==> src/rtl/sram_axi_arbiter_pkg.sv <==
// Shared constants, FSM state encoding and write-strobe helper for the
// SRAM-to-AXI arbiter.
package sram_axi_arbiter_pkg;

   localparam logic [3:0] DEF_INST_ID    = 4'd0;
   localparam logic [3:0] DEF_DATA_ID    = 4'd1;
   localparam logic [1:0] AXI_BURST_INCR = 2'b01;

   typedef enum logic [2:0] {
      ST_IDLE = 3'd0,
      ST_AR   = 3'd1,
      ST_R    = 3'd2,
      ST_AW_W = 3'd3,
      ST_B    = 3'd4
   } state_e;

   // size 0 byte, 1 half, 2/3 word; lane picked by the low address bits
   function automatic logic [3:0] gen_wstrb(input logic [1:0] size, input logic [1:0] a);
      case (size)
         2'd0:    return 4'b0001 << a;
         2'd1:    return 4'b0011 << {a[1], 1'b0};
         default: return 4'b1111;
      endcase
   endfunction

endpackage

==> src/rtl/sram_rr_arb.sv <==
// Two-input round-robin arbiter; bit 0 = inst, bit 1 = data.
// last_grant resets to data so inst wins the first tie.
module sram_rr_arb (
   input  logic       clk,
   input  logic       resetn,
   input  logic [1:0] req,
   input  logic       accept,
   output logic [1:0] grant
);

   logic last_data;

   always_comb begin
      grant = 2'b00;
      if (req[0] && (!req[1] || last_data)) grant = 2'b01;
      else if (req[1])                      grant = 2'b10;
   end

   always_ff @(posedge clk or negedge resetn) begin
      if (!resetn)                  last_data <= 1'b1;
      else if (accept && |grant)    last_data <= grant[1];
   end

endmodule

==> src/rtl/sram_axi_arbiter.sv <==
// Shares one AXI3 master port between the fetch and data SRAM-like ports.
// Single-beat transfers, one outstanding transaction at a time.
module sram_axi_arbiter
   import sram_axi_arbiter_pkg::*;
#(
   parameter logic [3:0] INST_ID = DEF_INST_ID,
   parameter logic [3:0] DATA_ID = DEF_DATA_ID
) (
   input  logic        clk,
   input  logic        resetn,
   input  logic        inst_req,
   input  logic [31:0] inst_addr,
   output logic        inst_addr_ok,
   output logic        inst_data_ok,
   output logic [31:0] inst_rdata,
   input  logic        data_req,
   input  logic        data_wr,
   input  logic [1:0]  data_size,
   input  logic [31:0] data_addr,
   input  logic [31:0] data_wdata,
   output logic        data_addr_ok,
   output logic        data_data_ok,
   output logic [31:0] data_rdata,
   output logic [3:0]  arid,
   output logic [31:0] araddr,
   output logic [3:0]  arlen,
   output logic [2:0]  arsize,
   output logic [1:0]  arburst,
   output logic [1:0]  arlock,
   output logic [3:0]  arcache,
   output logic [2:0]  arprot,
   output logic        arvalid,
   input  logic        arready,
   input  logic [3:0]  rid,
   input  logic [31:0] rdata,
   input  logic [1:0]  rresp,
   input  logic        rlast,
   input  logic        rvalid,
   output logic        rready,
   output logic [3:0]  awid,
   output logic [31:0] awaddr,
   output logic [3:0]  awlen,
   output logic [2:0]  awsize,
   output logic [1:0]  awburst,
   output logic [1:0]  awlock,
   output logic [3:0]  awcache,
   output logic [2:0]  awprot,
   output logic        awvalid,
   input  logic        awready,
   output logic [3:0]  wid,
   output logic [31:0] wdata,
   output logic [3:0]  wstrb,
   output logic        wlast,
   output logic        wvalid,
   input  logic        wready,
   input  logic [3:0]  bid,
   input  logic [1:0]  bresp,
   input  logic        bvalid,
   output logic        bready,
   output logic        axi_err
);

   state_e      state, state_nx;
   logic        owner;           // 1 = data port owns the transaction
   logic [1:0]  size_q;
   logic [31:0] addr_q, wdata_q;
   logic        aw_done, w_done;
   logic [1:0]  grant;
   logic        idle;
   logic [3:0]  cur_id;
   logic        unused_rlast;

   assign unused_rlast = rlast;
   assign idle         = (state == ST_IDLE);
   assign cur_id       = owner ? DATA_ID : INST_ID;

   sram_rr_arb u_arb (
      .clk    (clk),
      .resetn (resetn),
      .req    ({data_req, inst_req}),
      .accept (idle),
      .grant  (grant)
   );

   assign inst_addr_ok = idle & grant[0];
   assign data_addr_ok = idle & grant[1];

   assign arid    = cur_id;
   assign araddr  = addr_q;
   assign arlen   = 4'd0;
   assign arsize  = {1'b0, size_q};
   assign arburst = AXI_BURST_INCR;
   assign arlock  = 2'b00;
   assign arcache = 4'd0;
   assign arprot  = 3'd0;
   assign awid    = cur_id;
   assign awaddr  = addr_q;
   assign awlen   = 4'd0;
   assign awsize  = {1'b0, size_q};
   assign awburst = AXI_BURST_INCR;
   assign awlock  = 2'b00;
   assign awcache = 4'd0;
   assign awprot  = 3'd0;
   assign wid     = awid;
   assign wdata   = wdata_q;
   assign wstrb   = gen_wstrb(size_q, addr_q[1:0]);
   assign wlast   = 1'b1;

   always_ff @(posedge clk or negedge resetn) begin
      if (!resetn) state <= ST_IDLE;
      else         state <= state_nx;
   end

   // valids/readies decode straight from state so reset drops them at once
   always_comb begin
      state_nx = state;
      arvalid  = 1'b0;
      rready   = 1'b0;
      awvalid  = 1'b0;
      wvalid   = 1'b0;
      bready   = 1'b0;
      case (state)
         ST_IDLE: begin
            if (inst_addr_ok)      state_nx = ST_AR;
            else if (data_addr_ok) state_nx = data_wr ? ST_AW_W : ST_AR;
         end
         ST_AR: begin
            arvalid = 1'b1;
            if (arready) state_nx = ST_R;
         end
         ST_R: begin
            rready = 1'b1;
            if (rvalid) state_nx = ST_IDLE;
         end
         ST_AW_W: begin
            awvalid = !aw_done;
            wvalid  = !w_done;
            if ((aw_done || awready) && (w_done || wready)) state_nx = ST_B;
         end
         ST_B: begin
            bready = 1'b1;
            if (bvalid) state_nx = ST_IDLE;
         end
         default: state_nx = ST_IDLE;
      endcase
   end

   always_ff @(posedge clk or negedge resetn) begin
      if (!resetn) begin
         owner        <= 1'b0;
         size_q       <= 2'd0;
         addr_q       <= 32'd0;
         wdata_q      <= 32'd0;
         aw_done      <= 1'b0;
         w_done       <= 1'b0;
         inst_data_ok <= 1'b0;
         data_data_ok <= 1'b0;
         inst_rdata   <= 32'd0;
         data_rdata   <= 32'd0;
         axi_err      <= 1'b0;
      end else begin
         inst_data_ok <= 1'b0;
         data_data_ok <= 1'b0;
         if (inst_addr_ok) begin
            owner  <= 1'b0;
            size_q <= 2'd2;
            addr_q <= inst_addr;
         end else if (data_addr_ok) begin
            owner   <= 1'b1;
            size_q  <= data_size;
            addr_q  <= data_addr;
            wdata_q <= data_wdata;
         end
         if (idle) begin
            aw_done <= 1'b0;
            w_done  <= 1'b0;
         end else begin
            if (awvalid && awready) aw_done <= 1'b1;
            if (wvalid && wready)   w_done  <= 1'b1;
         end
         if (rready && rvalid) begin
            if (owner) begin
               data_rdata   <= rdata;
               data_data_ok <= 1'b1;
            end else begin
               inst_rdata   <= rdata;
               inst_data_ok <= 1'b1;
            end
            if (rresp != 2'b00 || rid != cur_id) axi_err <= 1'b1;
         end
         if (bready && bvalid) begin
            data_data_ok <= 1'b1;
            if (bresp != 2'b00 || bid != cur_id) axi_err <= 1'b1;
         end
      end
   end

endmodule

==> config.mk <==
export PLATFORM = sky130hd
export DESIGN_NAME = sram_axi_arbiter
export DESIGN_NICKNAME = d
export VERILOG_FILES = /design/src/rtl/sram_axi_arbiter_pkg.sv /design/src/rtl/sram_rr_arb.sv /design/src/rtl/sram_axi_arbiter.sv
export SDC_FILE = /design/constraint.sdc
export NUM_CORES = 1
export LEC_CHECK = 0
export CAP_MARGIN = 15
export CORE_AREA = 2 2 145 147
export CTS_CLUSTER_SIZE = 40
export DETAILED_ROUTE_END_ITERATION = 8
export DIE_AREA = 0 0 147 149
export PLACE_DENSITY = 0.74
export SYNTH_ARGS = -nofsm -noshare
export SYNTH_HDL_FRONTEND = slang
export SYNTH_SLANG_ARGS = --single-unit
==> constraint.sdc <==
create_clock -name clk -period 2.63 [get_ports clk]
set_input_delay 0.263 -clock clk [delete_from_list [all_inputs] [get_ports clk]]
set_output_delay 0.263 -clock clk [all_outputs]
set_load 0.01 [all_outputs]
* Yosys cells after proc, flatten, opt, wreduce, memory -nomap -nowiden
Cells that the tools add are included.
Storage, ports and cells: register bits after elaboration 140, bits in latches 0, RAM bits 0, ROM bits 0, output and inout port bits 223, word-level logic and storage cells 94, memories kept 0
Operators by class: add/subtract/negate cells 0, multipliers 0, divide/modulo/power cells 0, magnitude comparators 0, equality and inequality tests 12, shift operators 2, muxes and demuxes 36, bitwise logic cells 4, reductions and logical operators 27
Operators with widths (number):
- $mux 32 | 2
- $mux 1 | 21
- $mux 3 | 6
- $pmux 3 s5 | 1
- $mux 2 | 5
- $reduce_bool 2->1 | 5
- $ne 2x2->1 const B | 4
- $ne 4x1->1 | 2
- $pmux 4 s2 | 1
- $logic_and 1x1->1 | 7
- $eq 3x2->1 const B | 2
- $reduce_and 2->1 | 3
- $logic_or 1x1->1 | 5
- $reduce_and 5->1 | 1
- $shl 1x2->4 const A | 1
- $shl 2x2->4 const A | 1
- $eq 3x1->1 const B | 1
- $eq 3x3->1 const B | 1
- $logic_not 1->1 | 3
- $logic_not 3->1 | 1
- $ne 3x3->1 const B | 1
- $and 1x1->1 | 2
- $eq 2x1->1 const B | 1
- $logic_not 2->1 | 1
- 2 further kinds | 3

* Longest topological paths before layout
Gate-level depths: netlist of run 1.
depth after elaboration 8, depth in mapped cells 6, gate-level depth less buffers 4

* Hierarchy
Synthesis of run 1 repeated with hierarchy kept, for this count alone.
Second synthesis, totals: cells, all modules 537, area total of the unflattened synthesis 6441.2 µm²
By module, submodules not included:
- sram_axi_arbiter | instances 1, cells each 531, area an instance 6384.9 µm², seq. area each 3478.3 µm²
- sram_rr_arb | instances 1, cells each 6, area an instance 56.3 µm², seq. area each 26.3 µm²

* Worst setup path after synthesis of run 1
No wires, ideal clock.
path kind reg-to-reg, start register state[1], end register addr_q[22], in the netlist araddr[22], arrival time 1.837 ns, data required time 2.505 ns, slack 0.668 ns, stages on the path, launching flop included 6, path buffers 2, clock period less this slack 1.962 ns, cell sequence dfrtp_1 -> buf_2 -> nor4b_4 -> buf_2 -> mux2_2 -> mux2_2
On the way: word-level cells in the longest chain between the ends 3, elaborated cells between the ends (all ways) 5
Ends and longest elaborated chain:
- start, declared | line sram_axi_arbiter.sv:63 | state_e state, state_nx;
- start signal, assigned | line sram_axi_arbiter.sv:111 | else state <= state_nx;
- $logic_not 3->1 * | line sram_axi_arbiter.sv:74 | assign idle = (state == ST_IDLE);
- $and 1x1->1 (on tied branches) | line sram_axi_arbiter.sv:85, sram_axi_arbiter.sv:86
- $mux 32 or $reduce_bool 2->1 (tied branches)
- end signal, assigned | line sram_axi_arbiter.sv:167 | addr_q <= inst_addr;
- end signal, assigned | line sram_axi_arbiter.sv:171 | addr_q <= data_addr;
- end, declared | line sram_axi_arbiter.sv:66 | logic [31:0] addr_q, wdata_q;
Every way passes the cells marked *; elsewhere a longest branch is shown, timed or not. A chain may end at the register's enable or synchronous reset.

* Worst setup path in the final report of run 1
start register state[0], end output port data_addr_ok
On the way: word-level cells in the longest chain between the ends 2
Ends and longest elaborated chain:
- $logic_not 3->1 | line sram_axi_arbiter.sv:74
- $and 1x1->1 | line sram_axi_arbiter.sv:86 | assign data_addr_ok = idle & grant[1];
- end, declared | line sram_axi_arbiter.sv:21 | output logic data_addr_ok,
No other way between the ends.

==> metrics.md, run 1 <==
| Metric | Value |
|---|---|
| Slew Limit Fails | 0 |
| Async SR Flop Fraction | 100% |
| Initial Util | 31.1% |
| Metal2 WL | around 9.0 mm |
| Max FO, Critical Path | 14 |
| Largest net degree at the start of global routing | 63 |
| Post-CTS Setup Bufs | 0 |
| CTS tree | built |
| Fillers | ~1800 |
| Leakage | ~4.3 nW |
| Crit path kind | flop to output port |
| H-tree Lvls | 4 |
| First-pass GRT wire length | 26.3 mm |
| Via density | 4.31 |
| Final setup viols | 0 |
| Final instance area | 0.0103 mm² |
| Worst slew pin tran | ~620 ps |
| Max-Cap Viols | 0 |
| Commonest non-fill, non-tap cell in the layout | clkdlybuf4s50_1 |
| Synthesized instance count | about 460 |
| I/O Buffers | about 330 |
| Worst hold path type | input pin to async pin |
| Core footprint | 0.0206 mm² |
| Status | completed |
| EDFF count, synth | 0 |
| Grt ovf | 0 |
| Cell Pwr Density | 1210 mW/mm² |
| GRT Total Usage | 15.6% |
| Post-synth top area share | roughly 54% |
| RSZ-0062 raised after global routing | false |
| Req. time, crit path | 2370 ps |
| Initial antenna violation count | 0 |
| ANT cells | 0 |
| Yosys warnings | 0 |
| Post-Syn Area per Cell | 13.8 µm² |
| Vias in the first global route | approximately 4700 |
| Remaining antenna violation count | 0 |
| Synth area leader | dfrtp_1 |
| Critical path capture point type | output port |
| Boundary Pins | ~380 |
| DRT iter0 DRCs | 124 |
| Vias post-DR | around 4500 |
| First-pass DRT Iterations | 4 |
| Final hold vios | 0 |
| Height of the die | 149 µm |
| Clock Tree Buf Depth | 2 |
| Core Rows | 53 |
| Inserted Clock Buffers | 17 |
| Most frequent cells in the layout | 331 x clkdlybuf4s50_1, 160 x mux2_2, 139 x dfrtp_1 |
| Clock Pin Slew Worst Setup and Hold Paths | ~70 ps |
| Final wirelength | 17.3 mm |
| Final HPWL DP | roughly 13 mm |
| Signal arrival time at the worst endpoint | around 2200 ps |
| Dominant synthesized flop cell | dfrtp_1 |
| Final Net Count | between 900 and 1000 |
| Clk sink count | 140 |
| Yosys reg bits | 140 |
| Area growth syn-to-layout | 60.4% |
| Uppermost routed layer | met4 |
| Die area | ~0.022 mm² |
| Unique masters post-synth | 32 |
| Number of remaining DRC errors | 0 |
| Share of layout cells above drive strength 1 | between 20% and 30% |
| Minimum clock period | 2440 ps |
| Root buffer cell | clkbuf_16 |
| Clock Latency Late Sink | around 420 ps |
| DP Area | just under 0.01 mm² |
| Metal-1 WL | roughly 6.6 mm |
| Clock Skew | 9.01 ps |
| Relative slew margins | between 50 and 60% |
| Met3 WL | 1.36 mm |
| RePlAce Congestion | about 0.75 |
| Fmax achieved | between 400 and 500 MHz |
| Crit path launch type | flop |
| Routed wire per std cell | about 16 µm |
| Register area share after synthesis | ~55% |
| Max rail drop VDD | around 0.00056 V |
| Cell Area, Synth | 0.00640 mm² |
| Synth area leaders | dfrtp_1 54%, mux2_2 28%, buf_4 9.6%, buf_2 0.86%, o21ai_0 0.55% |
| Setup_tns | 0 ps |
| Final period util | between 90% and 100% |
| Die X | between 100 and 150 µm |
==> power by group <==
part / internal (mW) / switching (mW) / total (mW)
clock network: 1.44 / 1.00 / 2.44
registers: 3.24 / 0.741 / 3.98
logic: 3.84 / 2.14 / 5.98
total: 8.52 / 3.89 / 12.4
==> layer usage <==
layer / up-vias / GRT usage [%]
met5: - / 0
met4: 0 / 5.38
met3: 19 / 5.44
met2: 205 / 27.7
met1: 2227 / 17.5
li1: 2097 / -
==> through the flow <==
step	power [mW]	hold WS, ps	worst slack [ps]	instances	util (%)
floorplan	6.95	-32.6	668	504	-
global placement	9.99	310	383	1023	47.0
detailed placement	10.1	303	364	1023	47.0
CTS	12.6	423	118	1056	49.9
global route	13.1	434	41.4	1056	49.9
finish	12.4	384	194	1056	49.9
==> synthesized netlist by cell type, types with 3 or more instances <==
library cell,count
nand2b_1,3
o21bai_1,4
clkbuf_1,6
dfrtp_1,139
inv_1,7
buf_2,11
nor2_1,8
o21ai_0,7
nor3_1,5
a21oi_1,3
nand2_1,5
buf_4,82
mux2_2,160
==> state kept, by name (all words and copies together), names as in the netlist <==
name / count
aw_done: 1
state: 3
inst_data_ok: 1
size_q: 2
inst_rdata: 32
w_done: 1
wdata: 32
owner: 1
araddr: 32
axi_err: 1
data_rdata: 32
data_data_ok: 1
u_arb.last_data: 1
==> worst paths after layout <==
path,from,to,slack [ps],cells past startpoint
max,state[0],data_addr_ok,190,3
min,resetn,inst_rdata[17],380,2
max reg2reg,state[0],wdata[9],610,4
min reg2reg,axi_err,axi_err,480,2
max in group asynchronous,resetn,araddr[31],1540,3
min in group clk,bvalid,data_data_ok,450,3
==> worst max-delay path: stages, from the launching register on <==
cell	delay [ps]
dfrtp_1	530
nor4b_4	360
a21boi_4	280
clkdlybuf4s50_1	590
==> repair_timing <==
item	in CTS	in global routing
resized for setup	0	0
hold endpoints to repair	57	0
setup endpoints to repair	0	0
hold buffers	1	0
==> area by class of cell <==
cell class | instances | area [µm²] | area share (%)
sequential | 140 | 3500 | 34.2
clock inverter | 14 | 158 | 1.54
inverter | 7 | 26.3 | 0.256
clock buffer | 18 | 439 | 4.28
multi-input combinational | 258 | 2330 | 22.8
tap | 275 | 344 | 3.35
timing repair buffer | 344 | 3450 | 33.7
==> cell families after synthesis <==
group	Yosys count	synth area share (%)
muxes	161	28.3
DFF	140	54.8
buffers and inverters	106	11.2
and+or+nand+nor	31	2.80
AOI/OAI and AO/OA	22	2.45
xor gates and xnor gates	2	0.274
other	2	0.117
Power figures use the tool's default switching activity.
==> inputs of run 2 (changes only) <==
--- a/config.mk
+++ b/config.mk
@@ -6,11 +6,12 @@
 export NUM_CORES = 1
 export LEC_CHECK = 0
 export CAP_MARGIN = 15
-export CORE_AREA = 2 2 145 147
+export CORE_AREA = 2 2 148 150
+export CTS_BUF_LIST = sky130_fd_sc_hd__clkbuf_8
 export CTS_CLUSTER_SIZE = 40
 export DETAILED_ROUTE_END_ITERATION = 8
-export DIE_AREA = 0 0 147 149
-export PLACE_DENSITY = 0.74
+export DIE_AREA = 0 0 150 152
+export PLACE_DENSITY = 0.72
 export SYNTH_ARGS = -nofsm -noshare
 export SYNTH_HDL_FRONTEND = slang
 export SYNTH_SLANG_ARGS = --single-unit
==> metrics.md, run 2 (synthesis gave the netlist of run 1 again) <==
| Metric | Value |
|---|---|
| Vias post-DR | ~4600 |
| ANT cells | 0 |
| Crit path launch type | flop |
| Minimum clock period | 2470 ps |
| Crit-path cells | nor4b_4, a21boi_4, clkdlybuf4s50_1 |
| Max-Cap Viols | 0 |
| Uppermost routed layer | met4 |
| Root buffer cell | clkbuf_8 |
| Largest net degree at the start of global routing | 60 |
| Max FO, Critical Path | 14 |
| DRT iter0 DRCs | 95 |
| Commonest non-fill, non-tap cell in the layout | clkdlybuf4s50_1 |
| Final hold vios | 0 |
| Final Net Count | between 900 and 1000 |
| Boundary Pins | 376 |
| Req. time, crit path | 2370 ps |
| Final period util | 93.8% |
| Max rail drop VDD | between 0.0004 and 0.0005 V |
| Max incr delay on CP | ~630 ps |
| Setup_tns | 0 ps |
| Metal-1 WL | around 6.7 mm |
| Multi-input gate area | between 0.002 and 0.0025 mm² |
| First-pass DRT Iterations | 4 |
| Top delay family on crit path | buffers and inverters |
| Clock Tree Buf Depth | 2 |
| Via density | 4.31 |
| Register area | 0.00350 mm² |
| Final HPWL DP | 13.4 mm |
| RSZ-0062 raised after global routing | false |
| Fmax achieved | 405 MHz |
| Cell Pwr Density | about 1200 mW/mm² |
| DP Area | a little under 0.01 mm² |
| Fillers | around 1900 |
| Number of stages on the worst setup path | 3 |
| Clock Latency Late Sink | roughly 450 ps |
| H-tree Lvls | 4 |
| Worst hold path type | input pin to async pin |
| Grt ovf | 0 |
| Initial Util | between 20 and 30% |
| Inserted Clock Buffers | 17 |
| Share of layout cells above drive strength 1 | between 20% and 30% |
| Post-CTS Setup Bufs | 0 |
| CP bufs+invs | 1 |
| RePlAce Congestion | slightly below 0.8 |
| Slew Limit Fails | 0 |
| Final instance area | between 0.01 and 0.015 mm² |
| First-pass GRT wire length | 26.6 mm |
| GRT Total Usage | between 10% and 20% |
| Area growth syn-to-layout | 57.0% |
| Met3 WL | approximately 1.5 mm |
| Height of the die | approximately 150 µm |
| Clock Pin Slew Worst Setup and Hold Paths | ~100 ps |
| Die X | ~150 µm |
| Most frequent cells in the layout | 331 x clkdlybuf4s50_1, 160 x mux2_2, 139 x dfrtp_1 |
| Critical path capture point type | output port |
| Routed wire per std cell | between 15 and 20 µm |
| Clk sink count | between 100 and 150 |
| I/O Buffers | 332 |
| Signal arrival time at the worst endpoint | around 2200 ps |
| Metal2 WL | roughly 9 mm |
| Leakage | 4.16 nW |
| Crit path kind | flop to output port |
| Number of remaining DRC errors | 0 |
| Slowest CP cell | clkdlybuf4s50_1 |
| Initial antenna violation count | 0 |
| Vias in the first global route | 4763 |
| CTS tree | built |
| CTS resizes | 0 |
| Status | completed |
| Core Rows | between 50 and 60 |
| Cts hold-fix bufs | 1 |
| Core footprint | about 0.021 mm² |
| Remaining antenna violation count | 0 |
| R2R depth | 4 |
| Final setup viols | 0 |
| Final wirelength | roughly 18 mm |
| Die area | approximately 0.023 mm² |
| Clock Skew | 19.0 ps |
-- run 2: cell count changes in the layout (fill, tap and decap cells not counted) --
cell       change
clkinv_4       -1
inv_8          +2
clkbuf_8      +16
clkinv_8       +1
buf_4          -2
clkbuf_16     -17
nor2_2         +1
nor2_4         -1
bufinv_16      -1
-- run 2: layer usage --
metal  vias up  GRT usage [%]
met5         -              0
met3        22           5.74
met2       224           26.9
met4         0           4.90
met1      2230           17.0
li1       2092              -
-- run 2: final cells by class --
cell class	instances	area share [%]
Multi-Input combinational cell	258	23.2
Timing Repair Buffer	342	34.3
Clock inverter	15	1.57
Clock buffer	17	2.33
Sequential cell	140	34.9
Tap cell	280	3.49
Inverter	7	0.262
-- run 2: worst paths after layout --
kind	from	end	slack [ps]
setup reg to reg	state[0]	wdata[4]	580
hold reg to reg	wdata[0]	wdata[0]	510
min in group clk	data_wdata[20]	wdata[20]	430
hold / removal	resetn	inst_rdata[31]	270
max in group asynchronous	resetn	data_rdata[2]	1670
setup / recovery	state[0]	data_addr_ok	160
-- run 2: worst register-to-register path: stages, from the launching register on --
cell	delay (ps)
dfrtp_1	540
nor4b_4	370
a21boi_4	230
buf_4	390
mux2_2	410
-- run 2: stage by stage --
step / std cells / utilization (%) / worst slack (ps) / total power, mW / hold slack [ps]
finish: 1059 / 47.0 / 162 / 11.7 / 273
global route: 1059 / 47.0 / 0.875 / 12.4 / 264
CTS: 1059 / 47.0 / 115 / 11.9 / 251
detailed placement: 1026 / 45.2 / 365 / 10.1 / 192
global placement: 1026 / 45.2 / 395 / 9.97 / 192
floorplan: 504 / - / 668 / 6.95 / -32.6
-- run 2: power breakdown --
group          internal [mW]  switching, mW
Combinational           3.83           2.16
Clock                  0.787          0.970
Sequential              3.23          0.732
